--- config.mk ---
export PLATFORM = sky130hd
export DESIGN_NAME = swing_capture
export DESIGN_NICKNAME = d
export VERILOG_FILES = /design/src/rtl/bowling_pkg.sv /design/src/rtl/peak_tracker.sv /design/src/rtl/swing_capture.sv
export SDC_FILE = /design/constraint.sdc
export NUM_CORES = 1
export LEC_CHECK = 0
export CELL_PAD_IN_SITES_DETAIL_PLACEMENT = 0
export CELL_PAD_IN_SITES_GLOBAL_PLACEMENT = 2
export CORE_ASPECT_RATIO = 1.75
export CORE_MARGIN = 3
export CORE_UTILIZATION = 28
export DETAILED_ROUTE_END_ITERATION = 8
export PLACE_DENSITY_LB_ADDON = 0.05
export SETUP_SLACK_MARGIN = 0.2
export SYNTH_ARGS = -nofsm -noshare
export SYNTH_HDL_FRONTEND = slang
export SYNTH_SLANG_ARGS = --single-unit
--- constraint.sdc ---
create_clock -name CLOCK_50 -period 1.8 [get_ports CLOCK_50]
set_input_delay 0.18 -clock CLOCK_50 [delete_from_list [all_inputs] [get_ports CLOCK_50]]
set_output_delay 0.18 -clock CLOCK_50 [all_outputs]
set_load 0.01 [all_outputs]
--- src/rtl/bowling_pkg.sv ---
// Shared types and constants for the bowling swing and power stages.
package bowling_pkg;

  typedef enum logic {
    IDLE  = 1'b0,
    SWING = 1'b1
  } swing_state_t;

  localparam int unsigned POW_W = 3;

  localparam int unsigned DEF_MAG_W        = 8;
  localparam int unsigned DEF_START_THRESH = 64;
  localparam int unsigned DEF_STOP_THRESH  = 32;
  localparam int unsigned DEF_QUIET_CNT    = 4;
  localparam int unsigned DEF_MAX_SAMPLES  = 255;

endpackage

--- src/rtl/peak_tracker.sv ---
// Running unsigned maximum of a sample stream with load, update and clear.
module peak_tracker #(
  parameter int unsigned W = 8
) (
  input  logic         clk,
  input  logic         rst,
  input  logic         load,
  input  logic         update,
  input  logic         clear,
  input  logic [W-1:0] din,
  output logic [W-1:0] peak
);

  always_ff @(posedge clk or posedge rst) begin
    if (rst) begin
      peak <= '0;
    end else if (clear) begin
      peak <= '0;
    end else if (load) begin
      peak <= din;
    end else if (update && (din > peak)) begin
      peak <= din;
    end
  end

endmodule

--- src/rtl/swing_capture.sv ---
// Detects one swing in accelerometer magnitudes and quantizes its peak to a power level.
// Optional swing timeout enabled by defining SWING_TIMEOUT_EN.
module swing_capture
  import bowling_pkg::*;
#(
  parameter int unsigned MAG_W        = DEF_MAG_W,
  parameter int unsigned START_THRESH = DEF_START_THRESH,
  parameter int unsigned STOP_THRESH  = DEF_STOP_THRESH,
  parameter int unsigned QUIET_CNT    = DEF_QUIET_CNT,
  parameter int unsigned MAX_SAMPLES  = DEF_MAX_SAMPLES
) (
  input  logic             CLOCK_50,
  input  logic             reset,
  input  logic [MAG_W-1:0] accel_mag,
  input  logic             sample_valid,
  input  logic             throw_en,
  output logic [POW_W-1:0] pow_lvl,
  output logic             pow_valid,
  output logic             swinging
);

  localparam int unsigned QW = $clog2(QUIET_CNT + 1);
  localparam logic [MAG_W-1:0] START_T    = MAG_W'(START_THRESH);
  localparam logic [MAG_W-1:0] STOP_T     = MAG_W'(STOP_THRESH);
  localparam logic [QW-1:0]    QUIET_LAST = QW'(QUIET_CNT - 1);

  swing_state_t     state_q, state_d;
  logic [QW-1:0]    quiet_q, quiet_d;
  logic [MAG_W-1:0] peak;
  logic [MAG_W-1:0] peak_with_sample;
  logic             is_quiet, arm, quiet_hit, timeout_hit;
  logic             load, update, clear, finish;

  assign is_quiet         = accel_mag < STOP_T;
  assign arm              = sample_valid && throw_en && (accel_mag >= START_T);
  assign quiet_hit        = is_quiet && (quiet_q == QUIET_LAST);
  assign peak_with_sample = (accel_mag > peak) ? accel_mag : peak;

  peak_tracker #(.W(MAG_W)) u_peak (
    .clk    (CLOCK_50),
    .rst    (reset),
    .load   (load),
    .update (update),
    .clear  (clear),
    .din    (accel_mag),
    .peak   (peak)
  );

`ifdef SWING_TIMEOUT_EN
  localparam int unsigned CW = $clog2(MAX_SAMPLES + 1);
  localparam logic [CW-1:0] CNT_LAST = CW'(MAX_SAMPLES - 1);

  logic [CW-1:0] cnt_q;

  // Count follows the peak tracker's load/update/clear so both see the same samples.
  always_ff @(posedge CLOCK_50 or posedge reset) begin
    if (reset) begin
      cnt_q <= '0;
    end else if (load) begin
      cnt_q <= CW'(1);
    end else if (clear) begin
      cnt_q <= '0;
    end else if (update) begin
      cnt_q <= cnt_q + CW'(1);
    end
  end

  assign timeout_hit = (cnt_q == CNT_LAST);
`else
  logic unused_max_samples;
  assign unused_max_samples = ^MAX_SAMPLES;
  assign timeout_hit        = 1'b0;
`endif

  always_ff @(posedge CLOCK_50 or posedge reset) begin
    if (reset) begin
      state_q <= IDLE;
      quiet_q <= '0;
    end else begin
      state_q <= state_d;
      quiet_q <= quiet_d;
    end
  end

  always_comb begin
    state_d = state_q;
    quiet_d = quiet_q;
    load    = 1'b0;
    update  = 1'b0;
    clear   = 1'b0;
    finish  = 1'b0;
    case (state_q)
      IDLE: begin
        if (arm) begin
          state_d = SWING;
          quiet_d = '0;
          load    = 1'b1;
        end
      end
      SWING: begin
        if (!throw_en) begin
          state_d = IDLE;
          quiet_d = '0;
          clear   = 1'b1;
        end else if (sample_valid) begin
          if (quiet_hit || timeout_hit) begin
            state_d = IDLE;
            quiet_d = '0;
            clear   = 1'b1;
            finish  = 1'b1;
          end else begin
            update  = 1'b1;
            quiet_d = is_quiet ? quiet_q + QW'(1) : '0;
          end
        end
      end
      default: state_d = IDLE;
    endcase
  end

  // The ending sample is folded into the level so a timeout includes it.
  always_ff @(posedge CLOCK_50 or posedge reset) begin
    if (reset) begin
      pow_lvl   <= '0;
      pow_valid <= 1'b0;
    end else begin
      pow_valid <= finish;
      if (finish) begin
        pow_lvl <= peak_with_sample[MAG_W-1 -: POW_W];
      end
    end
  end

  assign swinging = (state_q == SWING);

endmodule

# [Yosys cells after proc, flatten, opt, wreduce, memory -nomap -nowiden]
# Cells that the tools add are included.
# W data, S select, Z words.
[word_totals] ff_bits=16 inputBits=12
[classes] n_addsub=1 magnitude_cmp=3 eq_ne=3 mux=25 n_bitwise=1 reduce_logical=6
[op_table] op="$mux W8" count=4
[op_table] op="$mux W3" count=5
[op_table] op="$mux W1" count=14
[op_table] op="$ge A8 B7 Y1 const B" count=1
[op_table] op="$gt A8 B8 Y1" count=1
[op_table] op="$lt A8 B6 Y1 const B" count=1
[op_table] op="$pmux W3 S2" count=1
[op_table] op="$logic_and A1 B1 Y1" count=4
[op_table] op="$add A3 B1 Y3 const B" count=1
[op_table] op="$eq A3 B2 Y1 const B" count=1
[op_table] op="$ne A3 B3 Y1 const B" count=1
[op_table] op="$reduce_bool A3 Y1" count=1
[op_table] op="$ne A2 B2 Y1 const B" count=1
[op_table] op="$pmux W1 S2" count=1
[op_table] op="$reduce_and A2 Y1" count=1
[op_table] op="$not A1 Y1" count=1

# [Longest topological paths before layout]
# Gate-level depths: netlist (run 1).
[logic_depth] ltp_word=10 mapped_depth=7

# [Hierarchy]
# From an unflattened synthesis (run 1), not the netlist that was laid out.
[unflattened] hier_cells=134 area_unflattened_um2=1261.2
[by_module_without_submodules] mod="swing_capture" n_inst=1 cells_each=72 area_each_um2=643.1 seq_area_each_um2=200.2
[by_module_without_submodules] mod="peak_tracker" n_inst=1 cells_each=62 area_each_um2=618.1 seq_area_each_um2=200.2

# [Worst setup path before layout (run 1)]
# Ideal clock, no wire load.
[synth_path] path_type="reg-to-reg" start="register quiet_q[0]" end="register u_peak.peak[0]" arrival_time_ps=1628 setup_slack_ps=106 path_stages_with_launch=8 path_buffers=0 cell_sequence="dfrtp_1 > ha_1 > ha_1 > or4b_4 > nand2_4 > o32ai_2 > o21ai_1 > nand2_1"
[synth_between] elab_chain_cells=8
[synth_lines] element="start, declared" line_no="swing_capture.sv:28" source="logic [QW-1:0] quiet_q, quiet_d;"
[synth_lines] element="start signal, assigned" line_no="swing_capture.sv:81" source="quiet_q <= quiet_d;"
[synth_lines] element="$eq A3 B2 Y1 (*)" line_no="swing_capture.sv:36" source="assign quiet_hit = is_quiet && (quiet_q == QUIET_LAST);"
[synth_lines] element="$logic_and A1 B1 Y1 (*)" line_no="swing_capture.sv:36"
[synth_lines] element="$mux W1" line_no="swing_capture.sv:106" source="if (quiet_hit || timeout_hit) begin"
[synth_lines] element="$mux W1" line_no="swing_capture.sv:105" source="end else if (sample_valid) begin"
[synth_lines] element="$mux W1" line_no="swing_capture.sv:101" source="if (!throw_en) begin"
[synth_lines] element="$mux W1" line_no="swing_capture.sv:92" source="case (state_q)"
[synth_lines] element="$logic_and A1 B1 Y1" line_no="peak_tracker.sv:21" source="end else if (update && (din > peak)) begin"
[synth_lines] element="$reduce_bool A3 Y1 (no source line)"
[synth_lines] element="end signal, assigned" line_no="peak_tracker.sv:20" source="peak <= din;"
[synth_lines] element="end signal, assigned" line_no="peak_tracker.sv:22" source="peak <= din;"
[synth_lines] element="end, declared" line_no="peak_tracker.sv:11" source="output logic [W-1:0] peak"
# Mark *: on every way between the ends. The rest lies on a longest branch, timed or not.
# A chain may end at the register's enable or synchronous reset.

# [Worst setup path in the final report (run 1)]
[layout_path] start="register quiet_q[0]" end="register u_peak.peak[4]"
# Same word-level chain as after synthesis.

==> results.yml, run 1 <==
synthesis:
  syn_area_um2: 1011
  syn_inst: 109
  yosysWarnings: 0
  synthTopCellsByCount: "dfrtp_1, nand2_1, inv_1"
  syn_nets: 131
  synth-seq-cells: 16
  synth_top_area_share_pct: 39.60
  yosysTopAreaCell: "dfrtp_1"
  syn_area_per_cell_um2: 9.275
  yosysUniqueCellTypes: 30
  synth.area.top_cells: "dfrtp_1, ha_1, nand4_1"
  ys.flop_type: "dfrtp_1"
  async_flop_share_pct: 100.0
  synth_enable_flop_cells: 0
  yosysSeqAreaShare_pct: 39.60
drt:
  drtAntennaViolNets: 0
  vias_per_cell: 4.864
  num_vias: 968
  wl_per_cell_um: 14.07
  routed_wl_mm: 2.800
  drtIter0Drc: 22
  dr.pass1.iters: 4
  drc_errors: 0
status:
  status: "complete, but fails checks"
  violations: "negative setup slack"
critical_path:
  cp.arrival_ns: 2.07
  slowest_delay_ns: 0.45
  cp-end-kind: "flip-flop"
  start_kind: "flip-flop"
  rrSetupSlack_ns: -0.08
  critPathKind: "reg2reg"
  required_ns: 1.99
  cp_cell_sequence: "ha_2, ha_4, or4b_4, buf_6, nand3_4, a211oi_4, o21ai_1, nand2_1"
  critPathSlowestCell: "a211oi_4"
  cp.buffers_inverters: 1
  crit_fanout: 8
  r2r_cells: 8
  r2r_end: "u_peak.peak[4]"
  rr_startpoint: "quiet_q[0]"
  cp_top_family: "compound AO/OA/AOI/OAI gates"
power:
  p_per_area_nw_per_um2: 710.3
  finalPower_mw: 1.107
  ir_worst_vdd_v: 0.0003915
  leakage_nw: 0.7087
floorplanning:
  dieArea_um2: 4396
  die_y_um: 85.49
  row_count: 28
  initial_core_util_pct: 29.45
  dieWidth_um: 51.42
  num_io_pins: 17
  fp.coreArea_um2: 3433
global_route:
  track_usage_pct: 14.38
  gr-total-overflow: 0
  grt_pass1_wl_mm: 4.740
  grt_pass1_vias: 1050
  grt_start_max_net_pins: 17
  grt_antenna_before_repair: 0
worst_hold_path:
  hold_path_class: "in2async"
cts:
  insertion_delay_ns: 0.26
  cts_root_buf: "clkbuf_8"
  cts-hold-fix-buffers: 0
  cts_buffers: 3
  clk_pin_slew_ns: 0.07
  cts_tree: "yes"
  cts.sinks: 16
  htree_levels: 1
  clk_path_buf_depth: 2
placement:
  dp_hpwl_mm: 2.242
  io_buffers: 16
  place_congestion: 0.7803
  dp_cells: 193
timing:
  clock_skew_ns: 0.007720
  finalSetupTns_ns: -0.7135
  slew_viol_final: 0
  fmax_mhz: 532.8
  finalSetupViolCount: 11
  setup_ws_ns: -0.07701
  finalCritPeriodShare_pct: 104.3
  slew_headroom_pct: 68.85
  hold_viol: 0
  min_period_ns: 1.877
  grt_setup_unrepaired: "yes"
  tightest_slew_ns: 0.4657
run:
  cap_violations: 0
layout:
  layout-area-overhead-vs-synth_pct: 54.21
  finalNonFillerCells: 199
  nets: 177
  drive_above_1_share_pct: 30.52
  antennaDiodeCount: 0
-- what timing repair did --
action                                 in CTS  in global routing
pin swaps                                  10                  7
setup buffers                               1                  1
resized for setup                           9                  3
setup endpoints to repair                  15                 15
endpoints found under the hold margin       0                  0
-- cell type report --
| type | count | area (um^2) |
|---|---|---|
| Sequential cell | 16 | 400.4 |
| Tap cell | 45 | 56.30 |
| Multi-Input combinational cell | 77 | 624.3 |
| Inverter | 15 | 56.30 |
| Clock buffer | 4 | 55.05 |
| Fill cell | 377 | 1874 |
| Timing Repair Buffer | 42 | 366.6 |
-- stage by stage --
| stage | instance area, um^2 | setup WS (ns) | utilization [%] | hold slack [ns] |
|---|---|---|---|---|
| floorplan | 1037 | 0.1260 | - | 0.09374 |
| global placement | 1426 | -0.2837 | 41.55 | 0.4659 |
| detailed placement | 1426 | -0.3509 | 41.55 | 0.4725 |
| CTS | 1541 | -0.09088 | 44.90 | 0.2449 |
| global route | 1559 | -0.1809 | 45.41 | 0.2878 |
| finish | 1559 | -0.07701 | 45.41 | 0.2341 |
-- sequential cells by signal, indices dropped and copies added, names as in the netlist --
signal and flops:
pow_lvl 3, pow_valid 1, swinging 1, u_peak.peak 8
quiet_q 3
-- worst max-delay path by stage --
stage / startpoint / end / slack, ns / cells past startpoint
after floorplan: quiet_q[0] / u_peak.peak[0] / 0.13 / 7
after global placement: accel_mag[7] / u_peak.peak[5] / -0.28 / 7
after detailed placement: accel_mag[7] / u_peak.peak[5] / -0.35 / 7
after CTS: quiet_q[1] / u_peak.peak[2] / -0.09 / 8
after global routing: quiet_q[0] / u_peak.peak[4] / -0.18 / 8
final: quiet_q[0] / u_peak.peak[4] / -0.08 / 8
-- cells in the final DEF, fill, tap and decap left out, types with 3 or more instances in the layout --
cell type / synthesis / routed
clkdlybuf4s50_1: 0 / 16
nand4_1: 10 / 10
o21ai_1: 9 / 8
clkbuf_8: 0 / 4
o21ai_0: 4 / 4
dfrtp_1: 16 / 16
nand2_1: 16 / 15
a21oi_1: 4 / 3
ha_1: 10 / 8
inv_1: 15 / 15
buf_4: 1 / 23
buf_6: 0 / 3
-- layer usage --
layer | vias up | global-route usage (%) | wire length, um | share of wire [%]
li1 | 484 | - | - | -
met1 | 467 | 15.58 | 1141 | 41
met2 | 13 | 27.03 | 1561 | 56
met3 | 4 | 1.739 | 51 | 1.8
met4 | 0 | 5.728 | 46 | 1.6
met5 | - | 0 | 0 | 0
-- tightest hold or removal path, cell delays in order --
cell and delay [ns]:
clkdlybuf4s50_1 0.40, inv_1 0.05, buf_4 0.22
-- report_power, final --
part | total [mW] | leakage [nW] | internal, mW | switching (mW)
Sequential | 0.422 | 0.198 | 0.399 | 0.0231
Combinational | 0.358 | 0.482 | 0.175 | 0.184
Clock | 0.327 | 0.0288 | 0.194 | 0.133
Total | 1.11 | 0.709 | 0.768 | 0.340
-- cell families after synthesis --
kind of cell / after synthesis / synth area share (%)
AND/OR/NAND/NOR: 37 / 20.42
AO/OA/AOI/OAI: 30 / 21.29
adder cells (fa/ha/maj): 10 / 12.38
flip-flops: 16 / 39.60
buffers and inverters: 16 / 6.312
Power figures use the tool's default switching activity.
==> run 2, diff against run 1 <==
--- a/config.mk
+++ b/config.mk
@@ -15,2 +15,3 @@
 export SETUP_SLACK_MARGIN = 0.2
+export SKIP_LAST_GASP = 1
 export SYNTH_ARGS = -nofsm -noshare
--- a/constraint.sdc
+++ b/constraint.sdc
@@ -3,2 +3,2 @@
 set_output_delay 0.18 -clock CLOCK_50 [all_outputs]
-set_load 0.01 [all_outputs]
+set_load 0.02 [all_outputs]
==> run 2 against run 1 <==
- first-iteration DRC count fell by 36%
- worst setup slack got worse by 0.012 ns
- the run still ends with negative setup slack left
- largest cell class unchanged
- non-clock buffer count did not move
- final area did not move
- cell count did not move
- wire length fell by 0.36%
- clock skew barely moved
- power rose by 0.11%
- highest routed layer unchanged
==> results.yml, run 2 (synthesis results as in run 1) <==
status:
  status: "complete, but fails checks"
  violations: "negative setup slack"
floorplanning:
  die_y_um: 85.49
  fp.coreArea_um2: 3433
  dieArea_um2: 4396
  initial_core_util_pct: 29.45
  dieWidth_um: 51.42
  num_io_pins: 17
  row_count: 28
cts:
  htree_levels: 1
  clk_path_buf_depth: 2
  cts_tree: "yes"
  insertion_delay_ns: 0.26
  clk_pin_slew_ns: 0.07
  cts-hold-fix-buffers: 0
  cts_buffers: 3
  cts.sinks: 16
  cts_root_buf: "clkbuf_8"
placement:
  dpl-instance-area_um2: 1426
  place_congestion: 0.7803
  io_buffers: 16
  dp_hpwl_mm: 2.242
layout:
  layout_common_cells: "buf_4, clkdlybuf4s50_1, dfrtp_1"
  utilization_pct: 45.41
  nets: 177
  top_regs: "u_peak.peak (8), pow_lvl (3), quiet_q (3)"
  antennaDiodeCount: 0
  layout-area-overhead-vs-synth_pct: 54.21
  regMostFlops: "u_peak.peak"
  drive_above_1_share_pct: 30.52
  largest_reg_flops: 8
  design_area_um2: 1559
  layout_commonest_cell: "buf_4"
critical_path:
  required_ns: 1.94
  start_kind: "flip-flop"
  rr_startpoint: "quiet_q[1]"
  crit_fanout: 6
  cp-end-kind: "flip-flop"
  rrSetupSlack_ns: -0.09
  cp.arrival_ns: 2.03
  r2r_cells: 8
  critPathKind: "reg2reg"
  r2r_end: "u_peak.peak[5]"
timing:
  setup_ws_ns: -0.08944
  clock_skew_ns: 0.007645
  finalCritPeriodShare_pct: 105.0
  finalSetupViolCount: 11
  hold_viol: 0
  tightest_slew_ns: 0.4657
  fmax_mhz: 529.3
  slew_headroom_pct: 68.85
  slew_viol_final: 0
  min_period_ns: 1.889
  grt_setup_unrepaired: "yes"
global_route:
  track_usage_pct: 14.38
  grt_start_max_net_pins: 17
  grt_pass1_wl_mm: 4.740
  gr-total-overflow: 0
  grt_pass1_vias: 1050
  grt_antenna_before_repair: 0
run:
  cap_violations: 0
drt:
  wl_per_cell_um: 14.02
  routed_wl_mm: 2.790
  num_vias: 966
  drtAntennaViolNets: 0
  drc_errors: 0
  drtIter0Drc: 14
  dr.pass1.iters: 4
  vias_per_cell: 4.854
power:
  leakage_nw: 0.7081
  ir_worst_vdd_v: 0.0003912
  p_per_area_nw_per_um2: 711.1
worst_hold_path:
  hold_path_class: "in2async"
==> run 2: metrics by stage <==
stage / worst slack, ns / power [mW] / cells / TNS [ns] / hold slack (ns)
after floorplan: 0.1260 / 0.6107 / 109 / 0 / 0.09374
after global placement: -0.2837 / 0.7647 / 193 / -2.375 / 0.4659
after detailed placement: -0.3509 / 0.7710 / 193 / -2.850 / 0.4725
after CTS: -0.09088 / 1.127 / 198 / -0.7790 / 0.2449
after global routing: -0.1809 / 1.187 / 199 / -1.716 / 0.2878
final: -0.08944 / 1.109 / 199 / -0.7407 / 0.2342
==> run 2: metal layers <==
layer	track usage [%]	routed length (um)	vias to the layer above
li1	-	-	484
met1	15.58	1131	465
met2	27.03	1561	13
met3	1.739	51	4
met4	5.728	46	0
met5	0	0	-
==> run 2: how the worst max path moves through the flow <==
stage                           endpoint    startpoint  slack, ns  depth (start not counted)
after detailed placement  u_peak.peak[5]  accel_mag[7]      -0.35                          7
final                     u_peak.peak[5]    quiet_q[1]      -0.09                          8
after global placement    u_peak.peak[5]  accel_mag[7]      -0.28                          7
after global routing      u_peak.peak[4]    quiet_q[0]      -0.18                          8
after CTS                 u_peak.peak[2]    quiet_q[1]      -0.09                          8
after floorplan           u_peak.peak[0]    quiet_q[0]       0.13                          7
==> run 2: worst max-delay path: stages (launching register included) <==
cell and delay, ns:
dfrtp_1 0.36, ha_2 0.20, ha_4 0.12, or4b_4 0.52, nand2_4 0.11, o32ai_4 0.09
buf_6 0.15, o21ai_4 0.15, nand2_1 0.06
==> run 2: area by class of cell <==
type | instances | area, um^2
Clock buffer | 4 | 55.05
Fill cell | 377 | 1874
Inverter | 15 | 56.30
Multi-Input combinational cell | 77 | 624.3
Sequential cell | 16 | 400.4
Tap cell | 45 | 56.30
Timing Repair Buffer | 42 | 366.6
==> run 2: power breakdown <==
| group | total, mW | leakage (nW) | internal, mW | switching [mW] |
|---|---|---|---|---|
| clock | 0.327 | 0.0288 | 0.194 | 0.133 |
| sequential | 0.422 | 0.198 | 0.399 | 0.0231 |
| combinational | 0.360 | 0.482 | 0.175 | 0.185 |
| total | 1.11 | 0.708 | 0.768 | 0.341 |
==> run 2: timing repair <==
action	4_1_cts	5_1_grt
endpoints found under the hold margin	0	0
setup buffers	1	1
pin swaps	10	6
gates resized for setup	9	3
endpoints found under the setup margin	15	15
